--- src/rtl/led_history_display_if.sv ---
// led_history_display_if: LED code in, hold control and seven-segment display outputs.
interface led_history_display_if;
    logic [3:0] led_in;
    logic       hold;
    logic [6:0] seg;
    logic       dp;
    logic [3:0] dig_en;
    logic [7:0] change_cnt;
    modport master(output led_in, hold, input seg, dp, dig_en, change_cnt);
    modport slave(input led_in, hold, output seg, dp, dig_en, change_cnt);
endinterface

--- src/rtl/led_history_display.sv ---
// led_history_display: shows the four most recent distinct LED codes on a 4-digit multiplexed seven-segment display.
module led_history_display #(
    parameter int REFRESH_DIV    = 50000,
    parameter bit SEG_ACTIVE_LOW = 1
) (
    input logic                  clk_50Mhz,
    input logic                  res,
    led_history_display_if.slave bus
);
    localparam int PW = $clog2(REFRESH_DIV);
    localparam logic [6:0] SEG_LUT [16] = '{
        7'h3F, 7'h06, 7'h5B, 7'h4F, 7'h66, 7'h6D, 7'h7D, 7'h07,
        7'h7F, 7'h6F, 7'h77, 7'h7C, 7'h39, 7'h5E, 7'h79, 7'h71
    };
    logic [3:0]    s1, s2, s3;
    logic [3:0]    hist [4];
    logic [3:0]    valid;
    logic [7:0]    cnt;
    logic [PW-1:0] presc;
    logic [1:0]    idx;
    logic [6:0]    seg_q;
    logic          dp_q;
    logic [3:0]    dig_q;
    logic          push, tick;
    // s3 follows s2 even while held, so a change seen during hold is lost for good
    assign push = s2 != s3 && !bus.hold;
    assign tick = presc == PW'(REFRESH_DIV - 1);
    always_ff @(posedge clk_50Mhz) begin
        if (res) begin
            s1    <= '0;
            s2    <= '0;
            s3    <= '0;
            hist  <= '{default: '0};
            valid <= '0;
            cnt   <= '0;
            presc <= '0;
            idx   <= '0;
            seg_q <= '0;
            dp_q  <= 1'b0;
            dig_q <= '0;
        end else begin
            s1    <= bus.led_in;
            s2    <= s1;
            s3    <= s2;
            if (push) begin
                hist  <= '{s2, hist[0], hist[1], hist[2]};
                valid <= {valid[2:0], 1'b1};
                cnt   <= cnt + {7'd0, cnt != 8'hFF};
            end
            presc <= tick ? '0 : presc + 1'b1;
            idx   <= idx + 2'(tick);
            dig_q <= 4'b0001 << idx;
            seg_q <= valid[idx] ? SEG_LUT[hist[idx]] : 7'h00;
            dp_q  <= bus.hold && idx == 2'd0;
        end
    end
    assign bus.seg        = seg_q ^ {7{SEG_ACTIVE_LOW}};
    assign bus.dp         = dp_q ^ SEG_ACTIVE_LOW;
    assign bus.dig_en     = dig_q ^ {4{SEG_ACTIVE_LOW}};
    assign bus.change_cnt = cnt;
endmodule

--- src/flat_wrapper.sv ---
// flat-port wrapper written by rule: the top's interface ports become plain ports
module led_history_display_flat 
#(
    parameter int REFRESH_DIV    = 50000,
    parameter bit SEG_ACTIVE_LOW = 1
)
  (clk_50Mhz, res, bus_led_in, bus_hold, bus_seg, bus_dp, bus_dig_en, bus_change_cnt);
  led_history_display_if bus_i ();
  input logic clk_50Mhz;
  input logic res;
  input wire logic [$bits(bus_i.led_in)-1:0] bus_led_in;
  input wire logic [$bits(bus_i.hold)-1:0] bus_hold;
  output wire logic [$bits(bus_i.seg)-1:0] bus_seg;
  output wire logic [$bits(bus_i.dp)-1:0] bus_dp;
  output wire logic [$bits(bus_i.dig_en)-1:0] bus_dig_en;
  output wire logic [$bits(bus_i.change_cnt)-1:0] bus_change_cnt;
  assign bus_i.led_in = bus_led_in;
  assign bus_i.hold = bus_hold;
  assign bus_seg = bus_i.seg;
  assign bus_dp = bus_i.dp;
  assign bus_dig_en = bus_i.dig_en;
  assign bus_change_cnt = bus_i.change_cnt;
  led_history_display #(.REFRESH_DIV(REFRESH_DIV), .SEG_ACTIVE_LOW(SEG_ACTIVE_LOW)) u_core (.clk_50Mhz(clk_50Mhz), .res(res), .bus(bus_i));
endmodule
--- config.mk ---
export PLATFORM = sky130hd
export DESIGN_NAME = led_history_display_flat
export DESIGN_NICKNAME = d
export VERILOG_FILES = /design/src/rtl/led_history_display_if.sv /design/src/rtl/led_history_display.sv /design/src/flat_wrapper.sv
export SDC_FILE = /design/constraint.sdc
export NUM_CORES = 1
export LEC_CHECK = 0
export ABC_AREA = 1
export ABC_CLOCK_PERIOD_IN_PS = 2100
export BUFFER_PORTS_ARGS = -buffer_cell sky130_fd_sc_hd__buf_2
export CORE_MARGIN = 2
export CORE_UTILIZATION = 55
export DETAILED_ROUTE_END_ITERATION = 10
export PLACE_DENSITY = 0.74
export SLEW_MARGIN = 20
export SYNTH_ARGS = -nofsm -noshare
export SYNTH_HDL_FRONTEND = slang
export SYNTH_SLANG_ARGS = --single-unit
--- constraint.sdc ---
create_clock -name clk_50Mhz -period 2.1 [get_ports clk_50Mhz]
set_input_delay 0.21 -clock clk_50Mhz [delete_from_list [all_inputs] [get_ports clk_50Mhz]]
set_output_delay 0.21 -clock clk_50Mhz [all_outputs]
set_load 0.03 [all_outputs]
==> results.toml, run 1 <==
[status]
run_status = "completed"

[routing]
post-route-drc-count = 0
num_vias = 2910
drt_first_iter_violations = 101
drtPass1Iterations = 4
ant_nets = 0
vias_per_cell = 4.949
routed_wirelength_mm = 6.276
drt-wirelength-per-cell_microns = 10.67

[synth]
synth_top_cells_by_area = "sky130_fd_sc_hd__dfxtp_1 (42%), sky130_fd_sc_hd__nand2_1 (12%), sky130_fd_sc_hd__nor2_1 (10%)"
post_synthesis_net_count = 499
ys_seq_area_share_pct = 41.82
synthesis.instances = 481
postSynth.asyncResetShare_pct = 0
synthDistinctLibCells = 28
synth_seq_cells = 70
synth-edff-count = 0
synth_top_area_cell = "sky130_fd_sc_hd__dfxtp_1"
synthesis.area_sq_um = 3351
synth_top_cell_area_share_pct = 41.82
syn_avg_cell_area_sq_um = 6.966
ys_dominant_reg_cell = "sky130_fd_sc_hd__dfxtp_1"
yosysWarningCount = 0

[die]
pin_count = 27
die_h_microns = 82.05
initial_core_util_pct = 56.59
dieArea_sq_um = 6732
rows = 28
die_width_microns = 82.05
core_outline_area_sq_um = 5921

[timing]
setup_viol = 0
setup_repair_after_global_routing_missed_its_margin = "false"
max_slew_margin_pct = 74.31
hold_viol_final = 0
final.setup.tns_ns = 0
final_number_of_max_transition_violations = 0
fmax_mhz = 563.7
layout_min_cycle_time_ns = 1.774
fin_crit_sh_pct = 84.48
fin_worst_skew_ns = 0.008902
worst-slew-pin-transition_ns = 0.3832
final.hold.worst_slack_ns = 0.07121

[critical_path]
cp_slowest_stage_delay_ns = 0.50
critical_path.endpoint_type = "register"
critPathMaxFanout = 8
reg2reg_depth = 9
r2r_end = "u_core.seg_q[6]"
timing.critical_path.arrival_ns = 2.00
worstReg2RegStart = "u_core.idx[1]"
reg2reg_slack_ns = 0.33
timing.critical_path.cells = "clkinv_2, nand3_1, nand2_1, inv_1, ha_1, nand3b_1, nand2_1, a21oi_1, nor2_1"
critPathLaunchType = "register"
timing.critical_path.required_ns = 2.32
timing.setup.critical_path_class = "reg -> reg"
critical_path.most_common_cell = "sky130_fd_sc_hd__nand2_1"
critical-path-slowest-cell = "sky130_fd_sc_hd__dfxtp_1"

[clocking]
clk_path_buf_depth = 2
sinks_on_the_clock_net = 70
numCtsBuffers = 9
cts.clk_slew.worst_paths_ns = 0.07
hold_buffers = 0
worstSkewPairLatency_ns = 0.33
clock-root-buffer = "sky130_fd_sc_hd__clkbuf_8"
tritoncts = "done"
clock_tree.htree_level_count = 3
post_cts_resize_count = 0
post_cts_buffers = 0

[placement]
buffer_ports.inserted = 26
detailedPlacementHpwl_mm = 4.477
gp_congestion = 0.9368
dpl_cell_area_sq_um = 3517

[hold_path]
holdCritPathClass = "in -> reg"
hold_path_depth = 3
min_to = "u_core.s1[1]"
min_from = "bus_led_in[1]"

[layout]
fillCellCount = 550
antenna_cells = 0
area.growth.synth_to_final_pct = 10.72
post-route-cell-area_sq_um = 3710
post_route_cells_drive_above_1_share_pct = 12.67
nNetsFinal = 526

[power_and_ir_drop]
p_leak_nw = 1.594
pwr_density_cell_nw_per_um2 = 768.6
vdd.ir_drop.worst_mv = 0.4683

[global_route]
grt_start_max_net_pins = 27
overall_global_routing_usage_pct = 20.54
vias_in_the_first_global_route = 2577
grt_pass1_wl_mm = 10.72
gr-total-overflow = 0
grt_antenna_before_repair = 0

[flow_run]
maxCapViolations = 0
cells in the mapped netlist, types with 4 or more instances:
cell type	n
sky130_fd_sc_hd__buf_2	4
sky130_fd_sc_hd__o21ai_0	5
sky130_fd_sc_hd__nor3_1	8
sky130_fd_sc_hd__nor2_1	89
sky130_fd_sc_hd__ha_1	11
sky130_fd_sc_hd__dfxtp_1	70
sky130_fd_sc_hd__nand4_1	9
sky130_fd_sc_hd__nand2_2	5
sky130_fd_sc_hd__nand3_1	39
sky130_fd_sc_hd__nand2_1	109
sky130_fd_sc_hd__nand3b_1	19
sky130_fd_sc_hd__a21oi_1	20
sky130_fd_sc_hd__inv_1	57
sky130_fd_sc_hd__inv_2	9
how the worst max path moves through the flow:
stage / slack, ns / cells past startpoint / end / start
2_1_floorplan: 0.37 / 10 / u_core.bus.change_cnt[6] / u_core.bus.change_cnt[6]
3_3_place_gp: 0.40 / 8 / u_core.idx[1] / u_core.presc[0]
3_5_place_dp: 0.36 / 9 / u_core.seg_q[6] / u_core.idx[1]
4_1_cts: 0.34 / 9 / u_core.seg_q[6] / u_core.idx[1]
5_1_grt: 0.13 / 9 / u_core.seg_q[6] / u_core.idx[1]
6_report: 0.33 / 9 / u_core.seg_q[6] / u_core.idx[1]
layout by cell type (no fill, tap or decap):
master,instances
sky130_fd_sc_hd__a21oi_1,20
sky130_fd_sc_hd__buf_2,26
sky130_fd_sc_hd__buf_4,5
sky130_fd_sc_hd__bufinv_16,1
sky130_fd_sc_hd__clkbuf_1,3
sky130_fd_sc_hd__clkbuf_8,10
sky130_fd_sc_hd__clkinv_1,2
sky130_fd_sc_hd__clkinv_2,2
sky130_fd_sc_hd__clkinv_4,1
sky130_fd_sc_hd__dfxtp_1,70
sky130_fd_sc_hd__ha_1,11
sky130_fd_sc_hd__inv_1,57
sky130_fd_sc_hd__inv_2,9
sky130_fd_sc_hd__nand2_1,109
sky130_fd_sc_hd__nand2_2,5
sky130_fd_sc_hd__nand2_4,1
sky130_fd_sc_hd__nand3_1,39
sky130_fd_sc_hd__nand3_2,2
sky130_fd_sc_hd__nand3b_1,19
sky130_fd_sc_hd__nand4_1,9
sky130_fd_sc_hd__nor2_1,89
sky130_fd_sc_hd__nor2_2,1
sky130_fd_sc_hd__nor3_1,8
sky130_fd_sc_hd__nor3_2,1
sky130_fd_sc_hd__nor4_1,1
sky130_fd_sc_hd__o21ai_0,5
sky130_fd_sc_hd__o21ai_4,1
sky130_fd_sc_hd__xnor2_1,3
sky130_fd_sc_hd__xor2_1,3
routing by layer:
metal,wire [microns],vias to the layer above,track usage [%]
met5,0,-,0
met4,88,0,9.167
met3,303,9,4.286
met2,2907,69,33.98
met1,2976,1279,25.66
li1,-,1553,-
area by class of cell:
type,count,area [sq um],share of cell area [%]
clock buffers,13,148.9,4.013
clock inverters,3,43.79,1.180
inverters,69,260.3,7.015
multi-input cells,327,1594,42.97
flip-flops and latches,70,1401,37.77
well taps,75,93.84,2.530
repair buffers,31,167.7,4.519
state kept, by name, summed over array words and instances, names as in the netlist:
| signal | flops |
|---|---|
| u_core.bus.change_cnt | 8 |
| u_core.dig_q | 4 |
| u_core.dp_q | 1 |
| u_core.hist | 16 |
| u_core.idx | 2 |
| u_core.presc | 16 |
| u_core.s1 | 4 |
| u_core.s2 | 4 |
| u_core.s3 | 4 |
| u_core.seg_q | 7 |
| u_core.valid | 4 |
where the power goes:
group | leakage (nW) | switching (mW) | internal (mW)
Clock | 0.0976 | 0.477 | 0.583
Combinational | 0.924 | 0.233 | 0.125
Sequential | 0.572 | 0.0396 | 1.39
Total | 1.59 | 0.750 | 2.10
cells by family (layout without fill, tap and decap cells):
kind of cell	after synthesis	after routing	synth area share, %
compound gates	26	26	4.220
xor+xnor	6	6	1.569
fa+ha+maj	11	11	4.107
buf+inv	84	116	10.60
flops	70	70	41.82
simple gates	284	284	37.68
worst max-delay path: cells and delay by family (launching register included):
kind,cells,cell delay (ns)
flip-flops,1,0.50
AND/OR/NAND/NOR,5,0.51
buffers and inverters,2,0.34
AO/OA/AOI/OAI,1,0.13
adder cells (fa/ha/maj),1,0.18
through the flow:
stage                     power [mW]  cells  util (%)  worst slack (ns)
after detailed placement       1.816    572     59.40            0.3594
after global placement         1.811    572     59.40            0.3971
after global routing           2.995    588     62.66            0.1328
final                          2.851    588     62.66            0.3260
after floorplan                1.743    481         -            0.3736
after CTS                      2.886    588     62.66            0.3421
(Power assumes the default switching activity.)
==> run 2: changes to the inputs <==
--- a/config.mk
+++ b/config.mk
@@ -6,7 +6,7 @@
 export NUM_CORES = 1
 export LEC_CHECK = 0
 export ABC_AREA = 1
-export ABC_CLOCK_PERIOD_IN_PS = 2100
+export ABC_CLOCK_PERIOD_IN_PS = 1800
 export BUFFER_PORTS_ARGS = -buffer_cell sky130_fd_sc_hd__buf_2
 export CORE_MARGIN = 2
 export CORE_UTILIZATION = 55
==> constraint.sdc (replaced) <==
create_clock -name clk_50Mhz -period 1.8 [get_ports clk_50Mhz]
set_input_delay 0.18 -clock clk_50Mhz [delete_from_list [all_inputs] [get_ports clk_50Mhz]]
set_output_delay 0.18 -clock clk_50Mhz [all_outputs]
set_load 0.03 [all_outputs]
==> run 2 against run 1 <==
Compared with the run above: critical path type unchanged; routed wire length is 1.6% higher; largest power group unchanged; global-route usage is 0.79 points higher; first-iteration DRC count is 51% higher; largest cell class unchanged; register-to-register slack worse by 0.15 ns; final cell count is 0.34% higher.
==> results.toml, run 2 (synthesis results as in run 1) <==
[timing]
hold_viol_final = 0
worst-slew-pin-transition_ns = 0.3785
layout_min_cycle_time_ns = 1.625
fin_worst_skew_ns = 0.006074
max_slew_margin_pct = 74.63
final.setup.tns_ns = 0
fin_crit_sh_pct = 90.30
fmax_mhz = 615.2
setup_viol = 0
final_number_of_max_transition_violations = 0

[flow_run]
maxCapViolations = 0

[global_route]
grt_start_max_net_pins = 30
gr-total-overflow = 0
overall_global_routing_usage_pct = 21.32
grt_pass1_wl_mm = 11.04
grt_antenna_before_repair = 0
vias_in_the_first_global_route = 2568

[critical_path]
reg2reg_slack_ns = 0.17
timing.critical_path.arrival_ns = 1.90
r2r_end = "u_core.bus.change_cnt[6]"
reg2reg_depth = 10
critical_path.endpoint_type = "register"
critical_path.most_common_cell = "sky130_fd_sc_hd__nand2_1"
critPathMaxFanout = 4
crit_family = "simple AND/OR/NAND/NOR gates"
worstReg2RegStart = "u_core.bus.change_cnt[7]"
timing.critical_path.cells = "inv_1, nor3_2, nand4_1, ha_2, ha_1, nand2_1, nand2_1, nand2_1, nand3_1, a21oi_1"
cp_slowest_stage_delay_ns = 0.35
timing.critical_path.required_ns = 2.07
critical-path-slowest-cell = "sky130_fd_sc_hd__dfxtp_2"
critPathLaunchType = "register"
timing.setup.critical_path_class = "reg -> reg"
critical_path_buf_inv_count = 1

[power_and_ir_drop]
p_comb_share_pct = 13.3
total_switching_power_uw = 849.5
p_leak_nw = 1.613
power.internal_mw = 2.291
vdd.ir_drop.worst_mv = 0.4748
pwr_density_cell_nw_per_um2 = 838.9
sw_share_pct = 27.05
p_clk_share_pct = 33.5
p_seq_share_pct = 53.2

[layout]
area.growth.synth_to_final_pct = 11.73
fillCellCount = 556
most-common-layout-cells = "sky130_fd_sc_hd__nand2_1 (108), sky130_fd_sc_hd__nor2_1 (88), sky130_fd_sc_hd__dfxtp_1 (65)"
nNetsFinal = 530
final_common_cell = "sky130_fd_sc_hd__nand2_1"
post-route-util_pct = 63.23
post_route_cells_drive_above_1_share_pct = 15.53
antenna_cells = 0

[die]
die_width_microns = 82.05
pin_count = 27
core_outline_area_sq_um = 5921
initial_core_util_pct = 56.59
dieArea_sq_um = 6732
rows = 28
die_h_microns = 82.05

[clocking]
sinks_on_the_clock_net = 70
post_cts_buffers = 0
hold_buffers = 0
clock_tree.htree_level_count = 3
numCtsBuffers = 9
tritoncts = "done"
clock-root-buffer = "sky130_fd_sc_hd__clkbuf_8"
clk_path_buf_depth = 2
cts.clk_slew.worst_paths_ns = 0.07
worstSkewPairLatency_ns = 0.34

[hold_path]
min_to = "u_core.s1[1]"
holdCritPathClass = "in -> reg"
hold_path_depth = 3
min_from = "bus_led_in[1]"

[placement]
gp_congestion = 0.8761
detailedPlacementHpwl_mm = 4.467
buffer_ports.inserted = 26

[routing]
drtPass1Iterations = 4
vias_per_cell = 5.031
routed_wirelength_mm = 6.376
ant_nets = 0
post-route-drc-count = 0
num_vias = 2968
drt_first_iter_violations = 153
drt-wirelength-per-cell_microns = 10.81

[status]
run_status = "completed"
==> run 2: changes by cell type in the layout (fill, tap and decap cells not counted), sizes merged <==
cell	before	now
clkbuf	13	12
buf	31	35
bufinv	1	0
==> run 2: worst max-delay path by stage <==
stage,start,end,slack [ns],cells past startpoint
2_1_floorplan,u_core.bus.change_cnt[6],u_core.bus.change_cnt[6],0.07,10
3_3_place_gp,u_core.bus.change_cnt[6],u_core.bus.change_cnt[4],0.11,11
3_5_place_dp,u_core.presc[0],u_core.idx[1],0.007,8
4_1_cts,u_core.bus.change_cnt[6],u_core.bus.change_cnt[6],0.06,10
5_1_grt,u_core.bus.change_cnt[6],u_core.bus.change_cnt[6],-0.01,10
6_report,u_core.bus.change_cnt[7],u_core.bus.change_cnt[6],0.17,10
==> run 2: tightest hold or removal path, stage by stage <==
cell and delay, ns:
sky130_fd_sc_hd__buf_2 0.07, sky130_fd_sc_hd__inv_1 0.03, sky130_fd_sc_hd__nor2_1 0.06
==> run 2: power groups by stage <==
stage               clock, mW  combinational (mW)  sequential (mW)
detailed placement          0               0.415             1.71
global route             1.16               0.485             1.68
global placement            0               0.408             1.70
finish                   1.05               0.418             1.67
floorplan                   0               0.331             1.70
CTS                      1.09               0.417             1.67
==> run 2: metal layers <==
metal	global-route usage, %	share of wire (%)	vias to the layer above	wire length [microns]
met4	10.67	2.4	0	156
met3	3.956	3.1	12	198
met2	33.25	45	52	2885
met1	28.21	49	1348	3136
li1	-	-	1556	-
met5	0	0	-	0
==> run 2: layout make-up <==
type	instances	area, sq um	area share [%]
clock buffer	12	145.1	3.877
clock inverter	2	10.01	0.2674
inverter	69	260.3	6.952
multi-input combinational	327	1629	43.52
sequential	70	1408	37.60
tap	75	93.84	2.507
timing repair buffer	35	197.7	5.281
==> run 2: what timing repair did <==
| item | in CTS | in global routing |
|---|---|---|
| pin swaps | 0 | 2 |
| gates resized for setup | 1 | 12 |
| setup endpoints to repair | 1 | 13 |
==> run 2: metrics by stage <==
stage	instances	hold WS (ns)	power (mW)	setup WS (ns)	instance area [sq um]
global placement	576	0.3787	2.111	0.1116	3547
finish	590	0.03553	3.140	0.1746	3744
detailed placement	576	0.3876	2.120	0.006947	3547
CTS	590	0.01858	3.178	0.05535	3709
global route	590	0.02757	3.320	-0.01288	3744
floorplan	481	0.2870	2.034	0.07364	3351
==> run 3: changes to the inputs <==
--- a/config.mk
+++ b/config.mk
@@ -8,6 +8,7 @@
 export ABC_AREA = 1
 export ABC_CLOCK_PERIOD_IN_PS = 1800
 export BUFFER_PORTS_ARGS = -buffer_cell sky130_fd_sc_hd__buf_2
+export CORE_ASPECT_RATIO = 1.2
 export CORE_MARGIN = 2
 export CORE_UTILIZATION = 55
 export DETAILED_ROUTE_END_ITERATION = 10
==> run 3 against run 2 <==
Compared with the run above: register-to-register slack got worse by 0.03 ns; worst setup slack worse by 0.030 ns; cell area increased by 1.8%; critical endpoint is now u_core.seg_q[6]; utilization up 0.55 points; via count decreased by 0.34%; maximum frequency fell by 1.8%; worst hold slack gained 0.0027 ns; sequential share of layout area decreased by 0.75 points.
==> results.toml, run 3 (synthesis results as in run 1) <==
[clocking]
clock-root-buffer = "sky130_fd_sc_hd__clkbuf_8"
clock_tree.htree_level_count = 3
tritoncts = "done"
cts.clk_slew.worst_paths_ns = 0.07
worstSkewPairLatency_ns = 0.34
clk_path_buf_depth = 2
sinks_on_the_clock_net = 70
numCtsBuffers = 9
hold_buffers = 0

[die]
die_width_microns = 75.25
die_h_microns = 89.50
pin_count = 27
dieArea_sq_um = 6735
initial_core_util_pct = 56.10
core_outline_area_sq_um = 5973
rows = 31

[critical_path]
critical_path.endpoint_type = "register"
critical_path.most_common_cell = "sky130_fd_sc_hd__nand2_1"
r2r_end = "u_core.seg_q[6]"
worstReg2RegStart = "u_core.idx[0]"
timing.critical_path.cells = "buf_4, nand2_1, nand3_1, nand2_1, inv_1, ha_1, nand3b_1, nand2_1, a21oi_1, nor2_1"
critPathMaxFanout = 8
crit_family = "simple AND/OR/NAND/NOR gates"
critical-path-slowest-cell = "sky130_fd_sc_hd__dfxtp_1"
critical_path_depth = 10
reg2reg_slack_ns = 0.14
timing.critical_path.arrival_ns = 1.89
critical_path_buf_inv_count = 2
timing.setup.critical_path_class = "reg -> reg"
timing.critical_path.required_ns = 2.03
reg2reg_depth = 10
cp_slowest_stage_delay_ns = 0.43
critPathLaunchType = "register"

[layout]
antenna_cells = 0
post_route_cells_drive_above_1_share_pct = 15.00
area.growth.synth_to_final_pct = 13.70
post-route-util_pct = 63.78
nNetsFinal = 533
final_common_cell = "sky130_fd_sc_hd__nand2_1"
most-common-layout-cells = "sky130_fd_sc_hd__nand2_1 (109), sky130_fd_sc_hd__nor2_1 (88), sky130_fd_sc_hd__dfxtp_1 (68)"

[routing]
drt_first_iter_violations = 121
num_vias = 2958
vias_per_cell = 4.914
routed_wirelength_mm = 6.426
drtPass1Iterations = 4
drt-wirelength-per-cell_microns = 10.67
post-route-drc-count = 0
ant_nets = 0

[power_and_ir_drop]
p_seq_share_pct = 48.2
p_comb_share_pct = 12.3
power.internal_mw = 2.594
p_leak_nw = 1.641
pwr_density_cell_nw_per_um2 = 909.5
total_power_mw = 3.465
sw_share_pct = 25.13
p_clk_share_pct = 39.5
vdd.ir_drop.worst_mv = 0.5165
total_switching_power_uw = 870.7

[placement]
detailedPlacementHpwl_mm = 4.579
detailedPlace.worstSlack_ns = 0.1055
gp_congestion = 0.9304
buffer_ports.inserted = 26

[timing]
final_number_of_max_transition_violations = 0
fin_worst_skew_ns = 0.009104
final.setup.tns_ns = 0
hold_viol_final = 0
max_slew_margin_pct = 73.79
setup_ws_ns = 0.1443
setup_repair_after_global_routing_missed_its_margin = "false"
worst-slew-pin-transition_ns = 0.3910
setup_viol = 0
fin_crit_sh_pct = 91.98
layout_min_cycle_time_ns = 1.656
fmax_mhz = 604.0

[hold_path]
min_to = "u_core.s1[0]"
holdCritPathClass = "in -> reg"
min_from = "bus_led_in[0]"
hold_path_depth = 3

[global_route]
vias_in_the_first_global_route = 2698
grt_start_max_net_pins = 22
overall_global_routing_usage_pct = 21.00
grt_antenna_before_repair = 0
grt_pass1_wl_mm = 11.03
gr-total-overflow = 0

[flow_run]
maxCapViolations = 0

[status]
run_status = "completed"
## run 3: cell types whose count changed in the layout (fill, tap and decap cells not counted), moves of 2 or more
cell	before	now
sky130_fd_sc_hd__buf_4	9	12
sky130_fd_sc_hd__dfxtp_1	65	68
sky130_fd_sc_hd__ha_1	9	11
sky130_fd_sc_hd__bufinv_16	0	2
sky130_fd_sc_hd__ha_2	2	0
sky130_fd_sc_hd__dfxtp_2	5	2
## run 3: cell type report
cell class,instances,area [sq um]
clock buffer,12,145.1
clock inverter,4,70.07
fill,600,2163
inverter,69,260.3
multi-input combinational,327,1608
sequential,70,1404
tap,82,102.6
timing repair buffer,38,220.2
## run 3: per-layer routing
metal / GRT usage (%) / up-vias / routed length (microns)
li1: - / 1558 / -
met1: 24.53 / 1336 / 2913
met2: 36.20 / 50 / 3158
met3: 3.720 / 14 / 203
met4: 11.16 / 0 / 151
met5: 0 / - / 0
## run 3: power by group through the flow
stage,Combinational [mW],Sequential [mW],Clock [mW]
after floorplan,0.331,1.70,0
after global placement,0.418,1.70,0
after detailed placement,0.425,1.71,0
after CTS,0.428,1.67,1.40
after global routing,0.490,1.68,1.47
final,0.425,1.67,1.37
## run 3: worst register-to-register path, stage by stage, from the launching register on
cell and delay [ns]:
sky130_fd_sc_hd__dfxtp_1 0.43, sky130_fd_sc_hd__buf_4 0.20, sky130_fd_sc_hd__nand2_1 0.07, sky130_fd_sc_hd__nand3_1 0.07, sky130_fd_sc_hd__nand2_1 0.07, sky130_fd_sc_hd__inv_1 0.12, sky130_fd_sc_hd__ha_1 0.19, sky130_fd_sc_hd__nand3b_1 0.15
sky130_fd_sc_hd__nand2_1 0.06, sky130_fd_sc_hd__a21oi_1 0.14, sky130_fd_sc_hd__nor2_1 0.06
## run 3: repair_timing
action | in CTS | in global routing
gates resized for setup | 0 | 5
endpoints found under the setup margin | 0 | 6
setup buffers | 0 | 0
## run 3: worst max path at each step
| stage | end | slack (ns) | start |
|---|---|---|---|
| floorplan | u_core.bus.change_cnt[6] | 0.07 | u_core.bus.change_cnt[6] |
| global placement | u_core.idx[1] | 0.14 | u_core.presc[0] |
| detailed placement | u_core.idx[1] | 0.11 | u_core.presc[0] |
| CTS | u_core.idx[1] | 0.09 | u_core.presc[0] |
| global route | u_core.bus.change_cnt[6] | 0.007 | u_core.bus.change_cnt[5] |
| finish | u_core.seg_q[6] | 0.14 | u_core.idx[0] |
## run 3: through the flow
step,cells,cell area [sq um],hold slack (ns)
3_3_place_gp,586,3578,0.3783
4_1_cts,602,3794,0.02736
5_1_grt,602,3810,0.05278
2_1_floorplan,481,3351,0.2870
6_report,602,3810,0.03821
3_5_place_dp,586,3578,0.3871
